$ cat config.mk
export PLATFORM = sky130hd
export DESIGN_NAME = stream_mux_rr
export DESIGN_NICKNAME = d
export VERILOG_FILES = /design/src/rtl/stream_mux_rr_pkg.sv /design/src/rtl/stream_mux_rr_arbiter.sv /design/src/rtl/stream_mux_rr.sv
export SDC_FILE = /design/constraint.sdc
export NUM_CORES = 1
export LEC_CHECK = 0
export BUFFER_PORTS_ARGS = -buffer_cell sky130_fd_sc_hd__buf_2
export CAP_MARGIN = 25
export CORE_MARGIN = 5
export CORE_UTILIZATION = 35
export DETAILED_ROUTE_END_ITERATION = 8
export PLACE_DENSITY = 0.61
export SYNTH_ARGS = -nofsm -noshare
export SYNTH_HDL_FRONTEND = slang
export SYNTH_SLANG_ARGS = --single-unit
export TNS_END_PERCENT = 20
$ cat constraint.sdc
create_clock -name clk -period 9.1 [get_ports clk]
set_input_delay 1.365 -clock clk [delete_from_list [all_inputs] [get_ports clk]]
set_output_delay 1.365 -clock clk [all_outputs]
set_load 0.05 [all_outputs]
$ cat src/rtl/stream_mux_rr_pkg.sv
// ----------------------------------------------------------------------------
// stream_mux_rr_pkg
// Shared helper functions for the registered round-robin stream mux.
//   clog2     : ceiling log2 of a positive integer (clog2(1) = 0)
//   sel_width : width of a stream index; never narrower than one bit
// ----------------------------------------------------------------------------
package stream_mux_rr_pkg;

    function automatic int clog2(input int value);
        int result;
        result = 0;
        for (int v = value - 1; v > 0; v = v >> 1) begin
            result++;
        end
        return result;
    endfunction

    // A single-input mux still needs a 1-bit index port.
    function automatic int sel_width(input int num_input);
        return (num_input <= 1) ? 1 : clog2(num_input);
    endfunction

endpackage

$ cat src/rtl/stream_mux_rr_arbiter.sv
// ----------------------------------------------------------------------------
// rr_arbiter
// Round-robin arbiter with a rotating priority pointer.
//   clk, rst    : clock, asynchronous active-high reset (clears ptr)
//   req         : per-stream request vector
//   enable      : when low, no grant is produced
//   advance     : the current grant was consumed; move ptr past it
//   grant       : one-hot grant
//   grant_idx   : encoded index of the granted stream
//   grant_valid : some stream is granted
// Priority starts at ptr and wraps modulo NUM_INPUT, which need not be a
// power of two.
// ----------------------------------------------------------------------------
module rr_arbiter
    import stream_mux_rr_pkg::*;
#(
    parameter  int NUM_INPUT = 4,
    localparam int SEL_W     = sel_width(NUM_INPUT)
) (
    input  logic                 clk,
    input  logic                 rst,
    input  logic [NUM_INPUT-1:0] req,
    input  logic                 enable,
    input  logic                 advance,
    output logic [NUM_INPUT-1:0] grant,
    output logic [SEL_W-1:0]     grant_idx,
    output logic                 grant_valid
);

    logic [SEL_W-1:0] ptr;

    // Scan from the furthest offset down to offset 0 so the candidate
    // closest to ptr is the one left standing.
    always_comb begin
        int               idx;
        logic [SEL_W-1:0] cand;
        // NOTE: every variable written here gets a default first, so no
        // path leaves it unassigned and no latch is inferred.
        idx         = 0;
        cand        = '0;
        grant       = '0;
        grant_idx   = '0;
        grant_valid = 1'b0;
        if (enable) begin
            for (int off = NUM_INPUT - 1; off >= 0; off--) begin
                idx = int'(ptr) + off;
                if (idx >= NUM_INPUT) begin
                    idx = idx - NUM_INPUT;
                end
                cand = SEL_W'(idx);
                if (req[cand]) begin
                    grant       = '0;
                    grant[cand] = 1'b1;
                    grant_idx   = cand;
                    grant_valid = 1'b1;
                end
            end
        end
    end

    always_ff @(posedge clk or posedge rst) begin
        // NOTE: sequential state is updated with non-blocking assignments
        // only, so every flop samples pre-edge values.
        if (rst) begin
            ptr <= '0;
        end else if (advance && grant_valid) begin
            ptr <= (grant_idx == SEL_W'(NUM_INPUT - 1)) ? '0 : grant_idx + SEL_W'(1);
        end
    end

endmodule

$ cat src/rtl/stream_mux_rr.sv
// ----------------------------------------------------------------------------
// stream_mux_rr
// Registered, handshaked NUM_INPUT-to-1 stream multiplexer. One input stream
// is chosen by an external select (mode=0) or round-robin (mode=1) and its
// word is forwarded through a one-entry output register.
//   clk, rst   : clock, asynchronous active-high reset
//   in_data    : flattened inputs, stream i at [i*BIT_WIDTH +: BIT_WIDTH]
//   in_valid   : per-stream valid
//   in_ready   : per-stream ready, at most one bit high
//   mode       : 0 = fixed select, 1 = round-robin
//   select     : source index used in fixed mode (>= NUM_INPUT grants none)
//   out_data   : registered output word
//   out_valid  : output register holds a word
//   out_ready  : consumer accepts the word
//   out_src    : index of the stream that produced out_data
// Outputs are purely registered; in_ready is combinational from
// out_ready, in_valid, mode and select, never from in_data.
// ----------------------------------------------------------------------------
module stream_mux_rr
    import stream_mux_rr_pkg::*;
#(
    parameter  int NUM_INPUT = 4,
    parameter  int BIT_WIDTH = 8,
    localparam int SEL_W     = sel_width(NUM_INPUT)
) (
    input  logic                           clk,
    input  logic                           rst,
    input  logic [NUM_INPUT*BIT_WIDTH-1:0] in_data,
    input  logic [NUM_INPUT-1:0]           in_valid,
    output logic [NUM_INPUT-1:0]           in_ready,
    input  logic                           mode,
    input  logic [SEL_W-1:0]               select,
    output logic [BIT_WIDTH-1:0]           out_data,
    output logic                           out_valid,
    input  logic                           out_ready,
    output logic [SEL_W-1:0]               out_src
);

    logic                 load_en;
    logic [NUM_INPUT-1:0] fixed_grant;
    logic                 fixed_valid;
    logic [NUM_INPUT-1:0] rr_grant;
    logic [SEL_W-1:0]     rr_idx;
    logic                 rr_valid;
    logic [NUM_INPUT-1:0] grant_vec;
    logic [SEL_W-1:0]     grant_idx;
    logic                 grant_any;
    logic [BIT_WIDTH-1:0] grant_word;

    // The register can take a new word when empty or when its word leaves
    // in this same cycle.
    assign load_en = !out_valid || out_ready;

    // Fixed path: an out-of-range select simply matches no stream.
    always_comb begin
        fixed_grant = '0;
        fixed_valid = 1'b0;
        for (int i = 0; i < NUM_INPUT; i++) begin
            if (select == SEL_W'(i) && in_valid[i]) begin
                fixed_grant[i] = 1'b1;
                fixed_valid    = 1'b1;
            end
        end
    end

    // ptr only moves on an actual round-robin transfer.
    rr_arbiter #(
        .NUM_INPUT (NUM_INPUT)
    ) u_arbiter (
        .clk         (clk),
        .rst         (rst),
        .req         (in_valid),
        .enable      (mode),
        .advance     (mode && load_en),
        .grant       (rr_grant),
        .grant_idx   (rr_idx),
        .grant_valid (rr_valid)
    );

    assign grant_vec = mode ? rr_grant : fixed_grant;
    assign grant_idx = mode ? rr_idx   : select;
    assign grant_any = mode ? rr_valid : fixed_valid;

    // No ready is offered while reset is held.
    assign in_ready = (load_en && !rst) ? grant_vec : '0;

    // One-hot select of the granted word; all zeros when nothing is granted.
    always_comb begin
        grant_word = '0;
        for (int i = 0; i < NUM_INPUT; i++) begin
            if (grant_vec[i]) begin
                grant_word = in_data[i*BIT_WIDTH +: BIT_WIDTH];
            end
        end
    end

    always_ff @(posedge clk or posedge rst) begin
        if (rst) begin
            out_valid <= 1'b0;
            out_data  <= '0;
            out_src   <= '0;
        end else if (load_en) begin
            if (grant_any) begin
                out_valid <= 1'b1;
                out_data  <= grant_word;
                out_src   <= grant_idx;
            end else begin
                // Either already empty or the held word just drained.
                out_valid <= 1'b0;
            end
        end
    end

endmodule

# Word-level counts from Yosys, hierarchy flattened
# Cells that the tools add are included.
# Widths: inputs -> output; s select.
# totals
ff_bits	13
output_inout_bits	15
elab_cells	99
# op_classes
n_addsub	8
magnitude_cmp	12
n_eq_ne	4
n_mux	55
reduce_logical	16
# op_table
op	count
$mux 8	4
$mux 2	15
$mux 4	6
$mux 1	22
$lt 2x3->1 const B	4
$logic_and 1x1->1	11
$ge 3x3->1 const B	3
$bmux 1 s2	4
$demux 1 s2	4
$ge 2x1->1 const B	4
$sub 2x1->2 const B	4
$add 2x2->3 const B	2
$eq 2x2->1 const B	3
$add 2x1->3 const B	1
$ge 2x3->1 const B	1
$add 2x1->2 const B	1
$eq 2x1->1 const B	1
$logic_not 1->1	2
$logic_not 2->1	1
$reduce_and 2->1	1
$logic_or 1x1->1	1

# Logic depth before layout (Yosys ltp)
# Gate-level depths: netlist of the first run.
# depth
depth_word	17
mapped_depth	13
ltp_nobuf	9

# Hierarchy
# From an unflattened synthesis of the first run, not the netlist that was laid out.
# hier_totals
hier_cells	165
area_unflattened_um2	1416.4
# by_module_without_submodules
mod	instances	cells_per_inst	area_each_um2	seq_area_each_um2
stream_mux_rr	1	106	833.3	275.3
rr_arbiter	1	59	583.1	50.0

# Worst setup path before layout of the first run
# No wires, ideal clock.
# synth_timing
kind	in2out
startpoint	input in_valid[2]
endpoint	output in_ready[3]
arrival_ps	3500
required_ps	7735
setup_slack_ps	4235
cell_stages	8
cell_sequence	mux2_2 or4_1 nand2_1 o2111a_1 a211o_1 buf_4 buf_4 nor2b_1
# synth_between
elab_chain_len	8
# synth_lines
element	line_no	source
from (decl)	stream_mux_rr.sv:29	input logic [NUM_INPUT-1:0] in_valid,
$bmux 1 s2	stream_mux_rr_arbiter.sv:51	if (req[cand]) begin
$mux 1 (not written as such)	stream_mux_rr_arbiter.sv:51	
$mux 4 (3 in series)	stream_mux_rr_arbiter.sv:51	
$mux 4 (*)	stream_mux_rr_arbiter.sv:51	
$mux 4 (*)	stream_mux_rr.sv:80	assign grant_vec = mode ? rr_grant : fixed_grant;
$mux 4 (*)	stream_mux_rr.sv:85	assign in_ready = (load_en && !rst) ? grant_vec : '0;
to (decl)	stream_mux_rr.sv:30	output logic [NUM_INPUT-1:0] in_ready,
# Every way passes the cells marked *; elsewhere a longest branch is shown, timed or not. The select of a mux whose other input is x is not followed.

# Worst setup path after layout of the first run
# layout_timing
startpoint	register u_arbiter.ptr[1]
endpoint	output in_ready[3]
# layout_between
elab_chain_len	14
# layout_lines
element	line_no	source
from (decl)	stream_mux_rr_arbiter.sv:30	logic [SEL_W-1:0] ptr;
from (signal assigned)	stream_mux_rr_arbiter.sv:67	ptr <= (grant_idx == SEL_W'(NUM_INPUT - 1)) ? '0 : grant_idx + SEL_W'(1);
$add 2x2->3	stream_mux_rr_arbiter.sv:46	idx = int'(ptr) + off;
$ge 3x3->1 or $sub 2x1->2 (tied branches)	stream_mux_rr_arbiter.sv:47, stream_mux_rr_arbiter.sv:48	
$mux 2	stream_mux_rr_arbiter.sv:47	if (idx >= NUM_INPUT) begin
$mux 2	stream_mux_rr_arbiter.sv:44	if (enable) begin
$lt 2x3->1 (not written as such) or $ge 2x1->1 (tied branches)	stream_mux_rr_arbiter.sv:53	grant[cand] = 1'b1;
$logic_and 1x1->1 (not written as such)	stream_mux_rr_arbiter.sv:53	
$mux 1 (not written as such)	stream_mux_rr_arbiter.sv:53	
$demux 1 s2	-	
$mux 4 (3 in series)	stream_mux_rr_arbiter.sv:51	
$mux 4 (*)	stream_mux_rr_arbiter.sv:51	
$mux 4 (*)	stream_mux_rr.sv:80	
$mux 4 (*)	stream_mux_rr.sv:85	
# Marks and branches as above.

==> reports/results.ini, run 1 <==
[status]
status = complete, no violations

[cells_and_area]
multi_input_area_um2 = 1117
final_common_cell = buf_2
fin_cells = 279
register_area_um2 = 325.3
layout.nets = 278
syn2layout_area_growth_pct = 21.25
final_cell_mix = buf_2, nor2_1, mux2i_1
diodes = 0
nFillCells = 439
drive_gt1_frac = 0.3128

[cts]
cts_max_level = 1
cts-buffers-inserted = 3
clkSlewWorstSetupHoldPaths_ns = 0.05
postCtsHoldBufs = 0
cts_tree = yes
cts.sink_count = 13
cts_setup_buffers = 0
clk_path_buf_depth = 2
cts-root-buf = clkbuf_8
cts_resized = 0
clock_latency_ns = 0.24

[yosys]
synthTopCellsByArea = dfrtp_1, mux2i_1, ha_1
synth_cells = 180
synth-seq-cells = 13
synth_top_area_frac = 0.2117
syn-num-nets = 230
synth-simple-area-share = 0.2370
yosys.area_share.adder = 0.06515
ys_seq_area_frac = 0.2117
yosysTopAreaCell = dfrtp_1
synth_compound_area_frac = 0.2345
synth-xor-area-share = 0.005700
syn_area_um2 = 1536
yosysWarningCount = 0
synth_top_family_by_area = simple AND/OR/NAND/NOR gates
avgSynthCellArea_um2 = 8.536
synth.distinct_cells = 40
synthMuxAreaShare = 0.1849

[timing]
fmax_mhz = 194.9
grt_setup_unrepaired = no
final_max_slew_viol_count = 0
setup_violations = 0
tightest_slew_ns = 0.9344
fin_crit_sh = 0.5640
min_period_ns = 5.132
fin_skew_ns = 0.001723
hold_viol = 0
final.setup.tns_ns = 0
max-slew-margin-rel = 0.3705

[floorplanning]
start_util = 0.3578
rows = 24
boundaryPins = 57
die-area_um2 = 5815
core_um2 = 4294
dieHeight_um = 76.26
die_w_um = 76.26

[power_and_ir_drop]
internal_power_w = 0.0002736
p_leak_nw = 0.8202
power_frac_clock = 0.086
seq_power_share = 0.176
switchingPower_w = 0.0003280
swShare = 0.5452
combPwrFrac = 0.739
vdd_drop_max_v = 0.0001393
powerDensity_nw_per_um2 = 322.9

[detailed_routing]
drc = 0
ant_nets = 0
wl_per_cell_um = 15.17
drt-pass1-iter-count = 4
vias = 1547
routed_wl_um = 4233
drt_iter0_markers = 68
avgViaCountPerCell = 5.545

[global_route]
grt_usage = 0.1377
gr-usage-met3 = 0.02719
first_global_vias = 1384
met2_usage = 0.2080
grt_util_met1 = 0.1943
grt_max_degree = 28
grt_pass1_wl_um = 6775
grt_antenna_before_repair = 0
grt_overflow = 0
busiest_layer = met2

[place]
place.gp.congestion = 0.8304
numPortBuffers = 56
dp.cells = 275
dp_hpwl_um = 3223

[hold_path]
hp-start = out_src[0]
hold_class = flip-flop to flip-flop

[worst_setup_path]
worstPathArrival_ns = 3.77
crit_type = flip-flop to output pin
timing.rr.start = u_arbiter.ptr[1]
cp_max_fo = 18
critical_path_required_ns = 7.74
critPathLaunchType = flip-flop
startpoint = u_arbiter.ptr[1]
end_kind = output pin

[flow_run]
drv_cap = 0

[metal layers]
metal  share of wire  vias to the layer above
met1            0.46                      716
li1                -                      773
met2            0.45                       53
met5               0                        -
met4           0.014                        0
met3           0.073                        5
[cell families after synthesis]
| family | after synthesis |
|---|---|
| AOI/OAI and AO/OA | 48 |
| and+or+nand+nor | 66 |
| adders and majority gates | 8 |
| xor gates and xnor gates | 1 |
| muxes | 24 |
| DFF | 13 |
| buffers and inverters | 20 |
[layout make-up]
class                           count  area share
Clock buffer                        4     0.02418
Inverter                            6     0.01209
Multi-Input combinational cell    147      0.5997
Sequential cell                    13      0.1746
Tap cell                           52     0.03492
Timing Repair Buffer               57      0.1545
[registers in the layout, summed over array words and instances (netlist names)]
| register | count |
|---|---|
| out_data | 8 |
| out_valid | 1 |
| u_arbiter.ptr | 2 |
| out_src | 2 |
[synth_stat cells]
cell       count
a2111oi_0      1
a211o_1        2
a211oi_1       9
a211oi_4       1
a21o_1         1
a21oi_1        4
a31oi_1        5
a41oi_1        1
and2_1         8
buf_1          1
buf_2          6
buf_4          3
clkbuf_1       4
dfrtp_1       13
ha_1           8
inv_1          6
mux2_2         5
mux2i_1       16
mux4_2         3
nand2_1        9
nand2b_1       2
nand3_1        5
nor2_1        18
nor2b_1        5
nor3_1         3
nor3b_1        2
nor4_1         8
nor4b_1        1
nor4b_4        1
nor4bb_1       1
o2111a_1       1
o2111ai_1      1
o211a_2        1
o211ai_1       3
o21ai_0        8
o2bb2ai_1      9
o31ai_1        1
or2_1          1
or4_1          2
xnor2_1        1
[metrics by stage]
step | util | area, um2 | hold slack [ns] | setup WS [ns] | power [W]
6_report | 0.4339 | 1863 | 0.4829 | 3.968 | 0.0006015
5_1_grt | 0.4339 | 1863 | 0.5081 | 3.636 | 0.0006494
4_1_cts | 0.4339 | 1863 | 0.4852 | 3.928 | 0.0006041
3_5_place_dp | 0.4234 | 1818 | 0.4733 | 4.167 | 0.0005518
3_3_place_gp | 0.4234 | 1818 | 0.4719 | 4.168 | 0.0005536
2_1_floorplan | - | 1536 | 0.7253 | 4.235 | 0.0004639
[worst max-delay path: stages, from the launching register on]
cell and delay, ns:
dfrtp_1 0.65, inv_1 0.21, ha_1 0.54, mux2_2 0.41
or4_1 0.39, nand2_1 0.07, o2111a_1 0.26, a211o_1 0.53
nor2b_1 0.19, buf_2 0.27
[final timing paths]
check / end / slack [ns] / cells past startpoint
worst max-delay path: in_ready[3] / 3.97 / 9
worst max register to register: out_data[1] / 5.43 / 9
min in group asynchronous: out_data[1] / 1.16 / 2
worst min-delay path: out_src[0] / 0.48 / 1
worst min register to register: out_src[0] / 0.48 / 1
max in group asynchronous: out_data[0] / 7.58 / 2
[power by group through the flow]
stage          clock network [W]  logic (W)  registers, W
5_1_grt                0.0000568   0.000483      0.000110
2_1_floorplan                  0   0.000283      0.000181
3_3_place_gp                   0   0.000447      0.000107
4_1_cts                0.0000526   0.000446      0.000106
3_5_place_dp                   0   0.000445      0.000107
6_report               0.0000515   0.000444      0.000106
No activity file was read; power rests on OpenSTA's default activity.
==> run 2, diff against run 1 <==
--- a/config.mk
+++ b/config.mk
@@ -5,12 +5,13 @@
 export SDC_FILE = /design/constraint.sdc
 export NUM_CORES = 1
 export LEC_CHECK = 0
+export ABC_AREA = 1
 export BUFFER_PORTS_ARGS = -buffer_cell sky130_fd_sc_hd__buf_2
 export CAP_MARGIN = 25
 export CORE_MARGIN = 5
 export CORE_UTILIZATION = 35
 export DETAILED_ROUTE_END_ITERATION = 8
-export PLACE_DENSITY = 0.61
+export PLACE_DENSITY = 0.63
 export SYNTH_ARGS = -nofsm -noshare
 export SYNTH_HDL_FRONTEND = slang
 export SYNTH_SLANG_ARGS = --single-unit
==> constraint.sdc (replaced) <==
create_clock -name clk -period 4.4 [get_ports clk]
set_input_delay 0.66 -clock clk [delete_from_list [all_inputs] [get_ports clk]]
set_output_delay 0.66 -clock clk [all_outputs]
set_load 0.05 [all_outputs]
==> reports/results.ini, run 2 <==
[yosys]
yosysMostFrequentCell = nand2_1
synth_ff_type = dfrtp_1
syn_area_um2 = 1613  ; +5.0%
yosysWarningCount = 0  ; unchanged
synth-seq-cells = 13  ; unchanged
synth_top_area_frac = 0.2017  ; -0.01002
syn-num-nets = 317  ; +38%
synth_cells = 267  ; +48%
yosys-top-cells-count = nand2_1, inv_1, nand3_1
yosysTopAreaCell = dfrtp_1
avgSynthCellArea_um2 = 6.040  ; -29%
synthTopCellsByArea = dfrtp_1, nand2_1, inv_1
ys_seq_area_frac = 0.2017  ; -0.01002
async_flop_share = 1.000  ; unchanged
synth_edf_count = 0  ; unchanged
synth.distinct_cells = 22  ; -45%

[detailed_routing]
wl_per_cell_um = 12.01  ; -21%
avgViaCountPerCell = 4.684  ; -16%
vias = 1766  ; +14%
ant_nets = 0  ; unchanged
route.met2.wl_um = 2037  ; +6.0%
drc = 0  ; unchanged
drt-pass1-iter-count = 4  ; unchanged
dr_wl_met3_um = 227  ; -26%
top_layer_used = met4
met1Wirelength_um = 2211  ; +14%
routed_wl_um = 4526  ; +6.9%
drt_iter0_markers = 63  ; -7.4%

[power_and_ir_drop]
p_leak_nw = 1.189  ; +45%
finalPower_w = 0.001480  ; +150%
powerDensity_nw_per_um2 = 743.2  ; +130%
vdd_drop_max_v = 0.0002493  ; +79%

[worst_setup_path]
critical_path_required_ns = 3.74  ; -4.00 ns
critPathLaunchType = flip-flop
timing.rr.start = u_arbiter.ptr[0]
end_kind = output pin
cp_max_fo = 11  ; -7
timing.rr.end = out_src[0]
worstPathArrival_ns = 2.74  ; -1.03 ns
worstRegToRegCells = 12  ; +3
crit_type = flip-flop to output pin
reg2reg_slack_ns = 1.86  ; -3.57 ns

[cts]
cts_max_level = 1  ; unchanged
clock_latency_ns = 0.24  ; about the same
cts.sink_count = 13  ; unchanged
clk_path_buf_depth = 2  ; unchanged
cts-buffers-inserted = 3  ; unchanged
cts-root-buf = clkbuf_8
cts_resized = 0  ; unchanged
cts_tree = yes
clkSlewWorstSetupHoldPaths_ns = 0.05  ; about the same
cts_setup_buffers = 0  ; unchanged
postCtsHoldBufs = 0  ; unchanged

[floorplanning]
die-area_um2 = 6065  ; +4.3%
start_util = 0.3654  ; +0.007554
core_um2 = 4414  ; +2.8%
die_w_um = 77.88  ; +2.1%
rows = 24  ; unchanged
boundaryPins = 57  ; unchanged
dieHeight_um = 77.88  ; +2.1%

[timing]
fmax_mhz = 294.3
holdWs_ns = 0.4448  ; -0.03815 ns
final_max_slew_viol_count = 0  ; unchanged
hold_viol = 0  ; unchanged
final.setup.tns_ns = 0  ; unchanged
min_period_ns = 3.397
grt_setup_unrepaired = no
fin_crit_sh = 0.7721
fin_skew_ns = 0.002905  ; +0.001182 ns
setup_violations = 0  ; unchanged
max-slew-margin-rel = 0.6497  ; +0.2792
tightest_slew_ns = 0.5249  ; -0.4095 ns

[cells_and_area]
top_regs = out_data: 8 flops, out_src: 2 flops, u_arbiter.ptr: 2 flops
final_common_cell = nand2_1
top_register = out_data
drive_gt1_frac = 0.3108  ; -0.002006
diodes = 0  ; unchanged
layout.nets = 376  ; +35%
final_cell_mix = nand2_1, buf_2, inv_1
syn2layout_area_growth_pct = 23.43
largest_reg_flops = 8  ; unchanged
fin_cells = 377  ; +35%

[place]
numPortBuffers = 56  ; unchanged
dp_hpwl_um = 3783  ; +17%
dp.cells = 373  ; +36%
place.gp.congestion = 1.006  ; +21%

[hold_path]
hold_class = input pin to asynchronous set/reset pin

[global_route]
grt_usage = 0.1460  ; +0.008284
grt_max_degree = 18  ; -36%
grt_pass1_wl_um = 7383  ; +9.0%
first_global_vias = 1645  ; +19%
grt_overflow = 0  ; unchanged
grt_antenna_before_repair = 0  ; unchanged

[status]
status = complete, no violations

[flow_run]
drv_cap = 0  ; unchanged

run 2: power by group:
| group | internal [W] | switching [W] |
|---|---|---|
| Combinational | 0.000336 | 0.000811 |
| Clock | 0.0000639 | 0.0000413 |
| Sequential | 0.000179 | 0.0000481 |
| Total | 0.000579 | 0.000901 |
run 2: worst max path at each step:
stage	start	to	slack (ns)	cells past startpoint
floorplan	u_arbiter.ptr[0]	in_ready[2]	1.29	11
global placement	u_arbiter.ptr[0]	in_ready[3]	1.36	12
detailed placement	u_arbiter.ptr[0]	in_ready[3]	1.31	12
CTS	u_arbiter.ptr[0]	in_ready[3]	1.04	12
global route	u_arbiter.ptr[0]	in_ready[3]	0.84	12
finish	u_arbiter.ptr[0]	in_ready[3]	1.00	12
run 2: cells by family (layout without fill, tap and decap cells):
logic type | after synthesis | count (layout) | synth area share
fa+ha+maj | 8 | 8 | 0.06207
buf+inv | 53 | 111 | 0.1265
simple gates | 172 | 172 | 0.5190
flops | 13 | 13 | 0.2017
compound gates | 21 | 21 | 0.09077
run 2: final cells by class:
| cell class | count | area (um2) |
|---|---|---|
| Clock buffer | 4 | 45.04 |
| Sequential cell | 13 | 325.3 |
| Multi-Input combinational cell | 201 | 1084 |
| Tap cell | 52 | 65.06 |
| Timing Repair Buffer | 56 | 280.3 |
| Fill cell | 464 | 2424 |
| Inverter | 51 | 191.4 |
run 2: metrics by stage:
step | utilization | area (um2) | setup slack [ns]
after global placement | 0.4408 | 1946 | 1.361
final | 0.4510 | 1991 | 1.003
after floorplan | - | 1613 | 1.285
after detailed placement | 0.4408 | 1946 | 1.310
after global routing | 0.4510 | 1991 | 0.8419
after CTS | 0.4510 | 1991 | 1.038
run 2: metal layers:
layer | up-vias | track usage
li1 | 941 | -
met1 | 775 | 0.2152
met4 | 0 | 0.04639
met2 | 45 | 0.2220
met3 | 5 | 0.01273
met5 | - | 0
run 2: worst max-delay path, stage by stage (launching register included):
cell     delay (ns)
dfrtp_1        0.56
inv_2          0.19
ha_1           0.37
inv_1          0.11
nand3_1        0.14
nand2_2        0.10
nand2_1        0.08
nor2_2         0.17
nand2_2        0.08
nand4_4        0.15
nand2_4        0.11
nor2_1         0.15
buf_2          0.29
==> run 3, diff against run 2 <==
--- a/config.mk
+++ b/config.mk
@@ -11,7 +11,7 @@
 export CORE_MARGIN = 5
 export CORE_UTILIZATION = 35
 export DETAILED_ROUTE_END_ITERATION = 8
-export PLACE_DENSITY = 0.63
+export PLACE_DENSITY = 0.61
 export SYNTH_ARGS = -nofsm -noshare
 export SYNTH_HDL_FRONTEND = slang
 export SYNTH_SLANG_ARGS = --single-unit
==> constraint.sdc (replaced) <==
create_clock -name clk -period 3.32 [get_ports clk]
set_input_delay 0.498 -clock clk [delete_from_list [all_inputs] [get_ports clk]]
set_output_delay 0.498 -clock clk [all_outputs]
set_load 0.05 [all_outputs]
==> reports/results.ini, run 3 (synthesis results as in run 2) <==
[cells_and_area]
drive_gt1_frac = 0.3201  ; +0.009353
syn2layout_area_growth_pct = 24.90
nFillCells = 461  ; -0.65%
final_cell_mix = nand2_1, buf_2, inv_1
largest_reg_flops = 8  ; unchanged
top_register = out_data
layout.nets = 379  ; +0.80%
fin_cells = 380  ; +0.80%
diodes = 0  ; unchanged
final_common_cell = nand2_1
top_regs = out_data: 8 flops, out_src: 2 flops, u_arbiter.ptr: 2 flops
final_area_um2 = 2014  ; +1.2%

[place]
dp_hpwl_um = 3845  ; +1.7%
numPortBuffers = 56  ; unchanged
place.gp.congestion = 0.9013  ; -10%
dp.cells = 376  ; +0.80%
post-place-ws_ns = 0.4775  ; -0.8328 ns
dpl_cell_area_um2 = 1968  ; +1.2%

[hold_path]
hold_class = input pin to asynchronous set/reset pin

[worst_setup_path]
reg2reg_slack_ns = 0.91  ; -0.95 ns
end_kind = output pin
timing.rr.start = u_arbiter.ptr[1]
critPathLaunchType = flip-flop
critical_path_required_ns = 2.82  ; -0.92 ns
cp_max_fo = 10  ; -1
worstRegToRegCells = 16  ; +4
crit_type = flip-flop to output pin
timing.rr.end = out_data[7]
worstPathArrival_ns = 2.59  ; -0.15 ns

[cts]
cts.sink_count = 13  ; unchanged
clock_latency_ns = 0.24  ; about the same
cts_tree = yes
cts-buffers-inserted = 3  ; unchanged
clkSlewWorstSetupHoldPaths_ns = 0.05  ; about the same
cts_setup_buffers = 0  ; unchanged
cts-root-buf = clkbuf_8
cts_max_level = 1  ; unchanged
clk_path_buf_depth = 2  ; unchanged
postCtsHoldBufs = 0  ; unchanged

[timing]
fin_ws_ns = 0.2320  ; -0.7706 ns
setup_violations = 0  ; unchanged
fmax_mhz = 323.8
grt_setup_unrepaired = no
min_period_ns = 3.088
final.setup.tns_ns = 0  ; unchanged
tightest_slew_ns = 0.3375  ; -0.1874 ns
final_max_slew_viol_count = 0  ; unchanged
fin_skew_ns = 0.0006555  ; -0.002249 ns
fin_crit_sh = 0.9301
hold_viol = 0  ; unchanged
max-slew-margin-rel = 0.7745  ; +0.1248

[detailed_routing]
drt_iter0_markers = 102  ; +62%
ant_nets = 0  ; unchanged
avgViaCountPerCell = 4.689  ; +0.11%
vias = 1782  ; +0.91%
drt-pass1-iter-count = 4  ; unchanged
wl_per_cell_um = 12.11  ; +0.90%
drc = 0  ; unchanged
routed_wl_um = 4603  ; +1.7%

[power_and_ir_drop]
seq_power_share = 0.147  ; -0.007
powerDensity_nw_per_um2 = 983.3  ; +32%
combPwrFrac = 0.782  ; +0.007
vdd_drop_max_v = 0.0003482  ; +40%
power_frac_clock = 0.072  ; about the same
switchingPower_w = 0.001195  ; +33%
swShare = 0.6034  ; -0.005359
finalPower_w = 0.001981  ; +34%
p_leak_nw = 1.202  ; +1.1%
internal_power_w = 0.0007857  ; +36%

[global_route]
grt_usage = 0.1513  ; +0.005382
grt_antenna_before_repair = 0  ; unchanged
grt_overflow = 0  ; unchanged
grt_max_degree = 18  ; unchanged
grt_pass1_wl_um = 7624  ; +3.3%
first_global_vias = 1710  ; +4.0%

[floorplanning]
die-area_um2 = 6065  ; unchanged
dieHeight_um = 77.88  ; unchanged
core_um2 = 4414  ; unchanged
start_util = 0.3654  ; unchanged
boundaryPins = 57  ; unchanged
rows = 24  ; unchanged
die_w_um = 77.88  ; unchanged

[flow_run]
drv_cap = 0  ; unchanged

[status]
status = complete, no violations

run 3: cell types whose count changed in the layout (fill, tap and decap cells not counted):
| cell | change |
|---|---|
| dfrtp_2 | +1 |
| buf_4 | +3 |
| dfrtp_1 | -1 |
run 3: worst max-delay path by stage:
stage	from	to	slack [ns]	depth (start not counted)
after floorplan	u_arbiter.ptr[0]	in_ready[2]	0.37	11
after detailed placement	u_arbiter.ptr[1]	in_ready[3]	0.48	12
final	u_arbiter.ptr[1]	in_ready[3]	0.23	12
after CTS	u_arbiter.ptr[1]	in_ready[3]	0.19	12
after global placement	u_arbiter.ptr[1]	in_ready[3]	0.54	12
after global routing	u_arbiter.ptr[1]	in_ready[3]	0.03	12
run 3: power groups by stage:
stage / clock network, W / logic, W / registers (W)
2_1_floorplan: 0 / 0.000977 / 0.000531
3_3_place_gp: 0 / 0.00155 / 0.000287
3_5_place_dp: 0 / 0.00155 / 0.000290
4_1_cts: 0.000144 / 0.00155 / 0.000289
5_1_grt: 0.000152 / 0.00172 / 0.000301
6_report: 0.000142 / 0.00155 / 0.000290
run 3: metal layers:
metal  up-vias  wire length [um]  track usage
met4         0                32      0.04639
met2        45              2037       0.2346
met1       785              2315       0.2228
met3         4               218     0.009259
li1        948                 -            -
met5         -                 0            0
run 3: repair_timing:
action	in CTS	in global routing
resized for setup	0	1
endpoints found under the setup margin	0	1
endpoints found under the hold margin	0	0
run 3: through the flow:
stage                 util  hold slack [ns]
floorplan                -           0.3832
global placement    0.4459           0.4628
detailed placement  0.4459           0.4681
CTS                 0.4561           0.2458
global route        0.4563           0.2647
finish              0.4563           0.2362
run 3: cell type report:
| cell class | instances | area [um2] | share of cell area |
|---|---|---|---|
| multi-input combinational | 201 | 1084 | 0.5379 |
| timing repair buffer | 59 | 302.8 | 0.1503 |
| inverter | 51 | 191.4 | 0.09503 |
| sequential | 13 | 326.6 | 0.1621 |
| tap | 52 | 65.06 | 0.03230 |
| clock buffer | 4 | 45.04 | 0.02236 |
run 3: critical path: stages (launching register included):
cell and delay (ns):
dfrtp_2 0.46, inv_1 0.23, ha_1 0.32, inv_1 0.10
nand3_1 0.14, nand2_2 0.10, nand2_1 0.08, nor2_2 0.16
nand2_2 0.08, nand4_4 0.16, nand2_4 0.11, nor2_1 0.12
buf_2 0.27
